<file path="src/rtl/riscv_under_top.sv">
`default_nettype none
// ============================================================================
// Module   : riscv_under_top
// Brief    : Single-cycle RV32I subset core (add/sub/slt/or/and, addi/slti/
//            ori/andi, lw, sw) with a 64-word fixed program ROM, a 64-word
//            data memory and a 7-segment view of one register.
// Revision : 1.0 - initial release
// ============================================================================
module riscv_under_top (
  input  logic        CLK,
  input  logic        RST,
  input  logic [3:0]  SW,
  output logic [6:0]  HEX0,
  output logic [31:0] PC,
  output logic [31:0] INST_DATA,
  output logic [31:0] REGISTER_READ_DATA1,
  output logic [31:0] REGISTER_READ_DATA2,
  output logic [31:0] IMM_EXTR,
  output logic [31:0] ALU_RES,
  output logic [31:0] DATA_READ_DATA,
  output logic        REG_WRITE,
  output logic        IMM_SRC,
  output logic        MEM_WRITE,
  output logic [6:0]  OPECODE,
  output logic [4:0]  REGISTER_ADDRESS1,
  output logic [4:0]  REGISTER_ADDRESS2,
  output logic [4:0]  REGISTER_ADDRESS3
);

  localparam logic [6:0]  OP_R     = 7'b0110011;
  localparam logic [6:0]  OP_I     = 7'b0010011;
  localparam logic [6:0]  OP_LW    = 7'b0000011;
  localparam logic [6:0]  OP_SW    = 7'b0100011;
  localparam logic [31:0] NOP_INST = 32'h00000013;

  logic [31:0] pc;
  logic [31:0] inst;
  logic [31:0] regs [0:31];
  logic [31:0] dmem [0:63];
  logic [6:0]  opcode;
  logic [6:0]  funct7;
  logic [2:0]  funct3;
  logic [4:0]  rs1;
  logic [4:0]  rs2;
  logic [4:0]  rd;
  logic [31:0] rd1;
  logic [31:0] rd2;
  logic [31:0] imm;
  logic [31:0] alu_res;
  logic [31:0] mem_rdata;
  logic [31:0] wb_data;
  logic [3:0]  hex_nibble;
  logic [6:0]  seg;
  logic        reg_write;
  logic        mem_write;
  logic        imm_src;

  // Instruction fields
  assign opcode = inst[6:0];
  assign rd     = inst[11:7];
  assign funct3 = inst[14:12];
  assign rs1    = inst[19:15];
  assign rs2    = inst[24:20];
  assign funct7 = inst[31:25];

  // Program ROM, word-indexed; anything beyond the program is a nop
  always_comb begin
    case (pc[7:2])
      6'd0:    inst = 32'h00500093;  // addi x1,x0,5
      6'd1:    inst = 32'h00300113;  // addi x2,x0,3
      6'd2:    inst = 32'h002081B3;  // add  x3,x1,x2
      6'd3:    inst = 32'h00302423;  // sw   x3,8(x0)
      6'd4:    inst = 32'h00802203;  // lw   x4,8(x0)
      6'd5:    inst = 32'h401202B3;  // sub  x5,x4,x1
      default: inst = NOP_INST;
    endcase
  end

  // Register file read ports; x0 is hardwired to zero
  assign rd1 = (rs1 == 5'd0) ? 32'd0 : regs[rs1];
  assign rd2 = (rs2 == 5'd0) ? 32'd0 : regs[rs2];

  // Only stores use the split S-type immediate
  assign imm_src = (opcode == OP_SW);
  assign imm     = imm_src ? {{20{inst[31]}}, inst[31:25], inst[11:7]}
                           : {{20{inst[31]}}, inst[31:20]};

  // Decode and ALU; unsupported encodings leave result and strobes at zero
  always_comb begin
    alu_res   = 32'd0;
    reg_write = 1'b0;
    mem_write = 1'b0;
    case (opcode)
      OP_R: begin
        reg_write = 1'b1;
        case ({funct7, funct3})
          10'b0000000_000: alu_res = rd1 + rd2;
          10'b0100000_000: alu_res = rd1 - rd2;
          10'b0000000_010: alu_res = {31'd0, $signed(rd1) < $signed(rd2)};
          10'b0000000_110: alu_res = rd1 | rd2;
          10'b0000000_111: alu_res = rd1 & rd2;
          default:         reg_write = 1'b0;
        endcase
      end
      OP_I: begin
        reg_write = 1'b1;
        case (funct3)
          3'b000:  alu_res = rd1 + imm;
          3'b010:  alu_res = {31'd0, $signed(rd1) < $signed(imm)};
          3'b110:  alu_res = rd1 | imm;
          3'b111:  alu_res = rd1 & imm;
          default: reg_write = 1'b0;
        endcase
      end
      OP_LW: begin
        if (funct3 == 3'b010) begin
          alu_res   = rd1 + imm;
          reg_write = 1'b1;
        end
      end
      OP_SW: begin
        if (funct3 == 3'b010) begin
          alu_res   = rd1 + imm;
          mem_write = 1'b1;
        end
      end
      default: ;
    endcase
  end

  // Data memory read: word address from ALU_RES[7:2], higher bits alias
  assign mem_rdata = dmem[alu_res[7:2]];
  assign wb_data   = (opcode == OP_LW) ? mem_rdata : alu_res;

  // PC advance and register write-back; reset clears PC and registers
  always_ff @(posedge CLK) begin
    if (RST) begin
      pc <= 32'd0;
      for (int i = 0; i < 32; i++) regs[i] <= 32'd0;
    end else begin
      pc <= pc + 32'd4;
      if (reg_write && (rd != 5'd0)) regs[rd] <= wb_data;
    end
  end

  // Store port; memory contents survive reset
  always_ff @(posedge CLK) begin
    if (!RST && mem_write) dmem[alu_res[7:2]] <= rd2;
  end

  // 7-segment code for the low nibble of the selected register
  assign hex_nibble = (SW == 4'd0) ? 4'd0 : regs[{1'b0, SW}][3:0];

  // Active-low segment lookup, bit order {g,f,e,d,c,b,a}
  always_comb begin
    case (hex_nibble)
      4'h0: seg = 7'h40;  4'h1: seg = 7'h79;  4'h2: seg = 7'h24;  4'h3: seg = 7'h30;
      4'h4: seg = 7'h19;  4'h5: seg = 7'h12;  4'h6: seg = 7'h02;  4'h7: seg = 7'h78;
      4'h8: seg = 7'h00;  4'h9: seg = 7'h10;  4'hA: seg = 7'h08;  4'hB: seg = 7'h03;
      4'hC: seg = 7'h46;  4'hD: seg = 7'h21;  4'hE: seg = 7'h06;  default: seg = 7'h0E;
    endcase
  end

  assign HEX0                = seg;
  assign PC                  = pc;
  assign INST_DATA           = inst;
  assign REGISTER_READ_DATA1 = rd1;
  assign REGISTER_READ_DATA2 = rd2;
  assign IMM_EXTR            = imm;
  assign ALU_RES             = alu_res;
  assign DATA_READ_DATA      = mem_rdata;
  assign REG_WRITE           = reg_write;
  assign IMM_SRC             = imm_src;
  assign MEM_WRITE           = mem_write;
  assign OPECODE             = opcode;
  assign REGISTER_ADDRESS1   = rs1;
  assign REGISTER_ADDRESS2   = rs2;
  assign REGISTER_ADDRESS3   = rd;

endmodule
`default_nettype wire

</file>
<file path="config.mk">
export PLATFORM = sky130hd
export DESIGN_NAME = riscv_under_top
export DESIGN_NICKNAME = d
export VERILOG_FILES = /design/src/rtl/riscv_under_top.sv
export SDC_FILE = /design/constraint.sdc
export NUM_CORES = 2
export LEC_CHECK = 0
export ABC_AREA = 0
export BUFFER_PORTS_ARGS = -buffer_cell sky130_fd_sc_hd__buf_2
export CAP_MARGIN = 20
export CORE_ASPECT_RATIO = 1.4
export CORE_MARGIN = 2
export CORE_UTILIZATION = 58
export CTS_CLUSTER_SIZE = 28
export DETAILED_ROUTE_END_ITERATION = 6
export PLACE_DENSITY = 0.75
export REMOVE_ABC_BUFFERS = 1
export SLEW_MARGIN = 20
export SYNTH_ARGS = -nofsm -noshare
export SYNTH_HDL_FRONTEND = slang
export SYNTH_SLANG_ARGS = --single-unit
</file>
<file path="constraint.sdc">
create_clock -name CLK -period 10.36 [get_ports CLK]
set_input_delay 1.554 -clock CLK [delete_from_list [all_inputs] [get_ports CLK]]
set_output_delay 1.554 -clock CLK [all_outputs]
set_load 0.02 [all_outputs]
</file>
; ---- After elaboration in Yosys (flattened, before gate mapping)
; Memory sizes are Yosys's and may differ from the RTL's.
; Cells that the tools add are included.
[word_totals]
register_bits = 32
mem_bits_rw = 3072
rom_bits = 112
inputBits = 6
word_cells = 69
mem_count = 3
[memory_table]
columns = name, depth, word_bits, rd, rd_clocked_by_memory_dff, write_ports, line
row1 = dmem, 64, 32, 1, 0, 1, 39  ; logic [31:0] dmem [0:63];
row2 = regs, 32, 32, 3, 0, 32, 38  ; logic [31:0] regs [0:31];
row3 = (name not given), 16, 7, 1, 0, 0, 156  ; case (hex_nibble)
[classes]
n_addsub = 4
n_lt_le_gt_ge = 2
eq_ne = 16
n_mux = 25
bitwise = 4
reduce_logical = 14
[ops]
columns = op, count
row1 = $pmux W31 S6, 1
row2 = $mux W32, 5
row3 = $pmux W32 S5, 1
row4 = $pmux W32 S4, 1
row5 = $pmux W32 S3, 1
row6 = $add A32 B11 Y32, 1
row7 = $add A32 B3 Y32 const B, 1
row8 = $add A32 B32 Y32, 1
row9 = $and A32 B11 Y32, 1
row10 = $and A32 B32 Y32, 1
row11 = $lt A32 B12 Y1, 1
row12 = $lt A32 B32 Y1, 1
row13 = $or A32 B11 Y32, 1
row14 = $or A32 B32 Y32, 1
row15 = $reduce_or A32 Y1, 1
row16 = $sub A32 B32 Y32, 1
row17 = $eq A9 B3 Y1 const B, 2
row18 = $eq A7 B6 Y1 const B, 2
row19 = $eq A6 B2 Y1 const B, 2
row20 = $eq A6 B3 Y1 const B, 2
row21 = $mux W1, 12
row22 = $logic_not A10 Y1, 1
row23 = $logic_not A5 Y1, 2
row24 = $mux W5, 2
row25 = 18 further kinds, 20

; ---- Logic depth before layout (Yosys ltp)
[logic_depth]
depth_word = 12
mapped_depth = 31
mapped_depth_nobuf = 25

; ---- Least setup slack after synthesis
; OpenSTA, ideal clock, no wires.
[synth_timing]
kind = register -> output
from = reg pc[5] (netlist: PC[5])
to = out DATA_READ_DATA[10]
arrival_ns = 8.648
setup_slack_ns = 0.158
path_stages_with_launch = 31
path_buffers = 8
path_cell_list = dfxtp_1 -> buf_2 -> or3_1 -> buf_2 -> or2_1 -> buf_2 -> inv_1 -> nor2_1 -> inv_2 -> clkbuf_1 -> buf_1 -> nand2_1 -> a311oi_1 -> a31oi_1 -> a21oi_1 -> ha_1 -> inv_1 -> fa_1 -> a21o_1 -> a2111oi_0 -> a21oi_1 -> mux2i_4 -> a32oi_2 -> buf_4 -> buf_2 -> buf_2 -> o22ai_1 -> nor2_1 -> o22ai_1 -> nor4_1 -> inv_1
[synth_between]
word_cells_on_any_way = 39
classes_between = 3 x add/sub / 16 x eq/ne / 8 x mux / 4 x bitwise / 6 x reduce/logical / 2 x memory
[synth_rtl]
columns = element, line
row1 = from (decl), 36  ; logic [31:0] pc;
row2 = from (signal assigned), 141  ; pc <= pc + 32'd4;
row3 = "$eq A6 B3 Y1, or another cell as far along", 68  ; case (pc[7:2])
row4 = $pmux W31 S6 (*), 68
row5 = net INST_DATA[10], 15  ; output logic [31:0] INST_DATA,
row6 = $mux W5 (*), 85  ; assign imm = imm_src ? {{20{inst[31]}}, inst[31:25], inst[11:7]}
row7 = "$add A32 B11 Y32, or another cell as far along", "108, 117, 123"
row8 = $pmux W32 S4 / $mux W32 (equally long branches), "107, 116, 122"
row9 = $pmux W32 S3 (*), 93  ; case (opcode)
row10 = $mem_v2 Z64 W32 (*), n/a
row11 = to (decl), 20  ; output logic [31:0] DATA_READ_DATA,
; Mark *: on every way through the listed nets, which the timed path passes. The rest lies on a longest branch.

; ---- Worst setup path in the final report
[layout_timing]
from = reg pc[5] (netlist: PC[5])
to = out DATA_READ_DATA[26]
[layout_between]
elab_chain_len = 8
word_cells_on_any_way = 39
classes_between = 3 x add/sub / 16 x eq/ne / 8 x mux / 4 x bitwise / 6 x reduce/logical / 2 x memory
[layout_lines]
columns = element, line
row1 = "$eq A6 B3 Y1, or another cell as far along", 68
row2 = $pmux W31 S6 (*), 68
row3 = "$mem_v2 Z32 W32, or another cell as far along", n/a
row4 = "$mux W32, or another cell as far along", 80  ; assign rd1 = (rs1 == 5'd0) ? 32'd0 : regs[rs1];
row5 = "$sub A32 B32 Y32, or another cell as far along", 98  ; 10'b0100000_000: alu_res = rd1 - rd2;
row6 = "$pmux W32 S5, or another cell as far along", 96  ; case ({funct7, funct3})
row7 = $pmux W32 S3 (*), 93
row8 = $mem_v2 Z64 W32 (*), n/a
; Mark *: on every way between the ends. The rest lies on a longest branch, timed or not.

==> reports/qor.yml <==
io_buffers: 204
r2r_start: "PC[5]$_SDFF_PP0_"
grt_setup_unrepaired: "true"
detail-route-antenna-nets: 0
relSlewSlack_pct: 35.6
status: "complete, no violations"
setup_viol: 0
synthCells: 6532
routed_wl_um: 228000
startpoint: "PC[5]$_SDFF_PP0_"
synthTopCellsByArea: "edfxtp_1, mux2i_1, o22ai_1"
placedInstanceArea_um2: 112000
ys_seq_area_share_pct: 72.5
grt_max_degree: 138
antenna_found_initial: 12
synth_fa_ha_area_share_pct: 1.10
drc_errors: 0
cap_violations: 0
grt-ovfl-total: 0
final-instance-count-excl-fill: 11218
hold_depth: 1
layout.nets: 8842
hpwl_um: 136000
worstHoldStart: "PC[2]$_SDFF_PP0_"
core_area_um2: 173000
worst_pin_slew_ns: 0.957
fin_area_um2: 119000
cp_data_arrival_time_ns: 8.48
synth-compound-area-share_pct: 6.79
cp.required_ns: 8.81
regArea_um2: 73200
endpoint_kind: "output port"
rrSetupSlack_ns: 2.23
min_path_type: "flip-flop to flip-flop"
synth_warnings: 0
crit_fanout: 137
finalSetupTns_ns: 0
clk_path_buf_depth: 3
peakVddDrop_v: 0.000178
multiInputGateArea_um2: 33000
power.density_nw_per_um2: 219
start_kind: "flip-flop"
synth-main-ff-cell: "edfxtp_1"
via_count: 60575
post-route-period-util_pct: 96.9
postSynthAreaPerCell_um2: 15.5
drt-initial-drc-count: 6477
dieArea_um2: 177000
synth_xor_area_share_pct: 0.363
clk_pin_slew_worst_paths_ns: 0.06
dp_slack_ns: 0.852
rows: 181
synth_largest_area_cell: "edfxtp_1"
finalClockSkew_ns: 0.0326
netlist_top_cells_count: "edfxtp_1, mux2i_1, o22ai_1"
cts-buffers-inserted: 216
clk_root_buffer_cell: "clkbuf_16"
drv_slew: 0
synthSimpleGateAreaFrac_pct: 5.29
synthDistinctLibCells: 83
p_leak_nw: 48.6
h-tree-depth: 4
fp.dieH_um: 498
gp_congestion: 0.940
grtUsageTotal_pct: 25.6
synth.most_common_cell: "edfxtp_1"
crit_type: "flip-flop to output port"
firstDrtPassIters: 6
grt_pass1_wl_um: 342000
fp.dieW_um: 357
ys_ff_latch: 2448
reg2regPathDepth: 22
synth_top_family_by_area: "multiplexers"
synth_top_area_share_pct: 71.9
synthMuxAreaShare_pct: 11.0
ios: 262
cts_sinks: 2448
wl_per_cell_um: 20.4
fin_ws_ns: 0.322
grt_pass1_vias: 60005
fin_crit_ns: 10.04
fmax_mhz: 99.6
vias_per_cell: 5.40
initial_core_util_pct: 58.3
cts_tree: "yes"
synthArstFlopShare_pct: 0
worstSkewPairLatency_ns: 0.85
fillers: 12078
synth_edf_count: 2418
syn_to_final_growth_pct: 17.7
drive_gt1_share_pct: 8.30
hold_viol_final: 0
dp.cells: 10816
synthesis.area_um2: 101000
worst paths after layout:
check | endpoint
hold reg to reg | PC[2]$_SDFF_PP0_
hold / removal | PC[2]$_SDFF_PP0_
setup / recovery | DATA_READ_DATA[26]
setup reg to reg | regs[4][24]$_SDFFCE_PN0P_
through the flow:
step	total power, mW	hold WS [ns]	util, %
after detailed placement	18.6	0.478	64.7
after global placement	18.4	0.463	64.7
final	26.0	0.496	68.6
after floorplan	18.9	0.542	-
after CTS	26.1	0.494	68.5
after global routing	27.1	0.540	68.6
area by class of cell:
type                    count  area share (%)
multi-input cells        5618            27.7
clock buffers             268            4.77
repair buffers            359            2.31
clock inverters           131           0.807
inverters                 106           0.340
flip-flops and latches   2448            61.6
well taps                2287            2.41
diodes                      1         0.00211
metal layers:
layer / wire, µm / GRT usage (%) / part of all wire (%)
met5: 13 / 0 / 0.0057
met1: 89700 / 34.0 / 39
met3: 19000 / 4.43 / 8.3
met2: 112000 / 42.9 / 49
met4: 7590 / 8.75 / 3.3
sequential cells by signal, summed over array words and instances, names as in the netlist:
register / flops
PC: 30
regs: 370
dmem: 2048
report_power, final:
part           internal [mW]  switching (mW)  total [mW]  leakage [nW]
Clock                   4.14            3.45        7.59          3.23
Combinational           1.81            3.51        5.32          21.3
Sequential              12.8           0.346        13.1          24.1
kinds of logic after synthesis:
kind of cell,after synthesis
flops,2448
simple gates,1221
mux,1085
compound gates,1078
buf+inv,570
fa+ha+maj,87
xor+xnor,41
other cells,2
cells in the final DEF, fill, tap and decap left out, types with 42 or more instances in the layout:
| cell | netlist | routed |
|---|---|---|
| conb_1 | 2 | 2106 |
| inv_1 | 103 | 92 |
| nand3_1 | 93 | 93 |
| buf_12 | 0 | 42 |
| buf_2 | 163 | 203 |
| o21ai_0 | 109 | 109 |
| and3_1 | 51 | 51 |
| ha_1 | 84 | 84 |
| buf_4 | 117 | 109 |
| nor2_1 | 494 | 484 |
| clkinv_1 | 0 | 65 |
| a21oi_1 | 108 | 107 |
| o22ai_1 | 644 | 644 |
| mux2i_1 | 1062 | 1062 |
| nand2_1 | 394 | 385 |
| clkbuf_1 | 145 | 49 |
| clkbuf_16 | 0 | 219 |
| edfxtp_1 | 2418 | 2418 |
what timing repair did:
item	in CTS	in global routing
endpoints found under the hold margin	0	0
setup endpoints to repair	1	33
hold buffers	0	0
resized for setup	3	8
pin swaps	0	2
buffers inserted	0	2
worst max-delay path, stage by stage, from the launching register on:
cell and delay, ns:
dfxtp_1 0.52, or3_1 0.46, or2_1 0.35, inv_1 0.21, nor2_4 0.45, buf_16 0.42, nand2_1 0.10, and3_1 0.20
a311oi_1 0.24, a31oi_1 0.07, nand2_1 0.11, o21ai_0 0.18, ha_1 0.57, nor2_1 0.10, a211oi_1 0.67, a211o_1 0.24
nand3_1 0.18, and3_1 0.32, nand2_2 0.52, buf_4 0.45, o22ai_1 0.22, or4_1 0.64, buf_2 0.22
No activity file was read; power rests on OpenSTA's default activity.
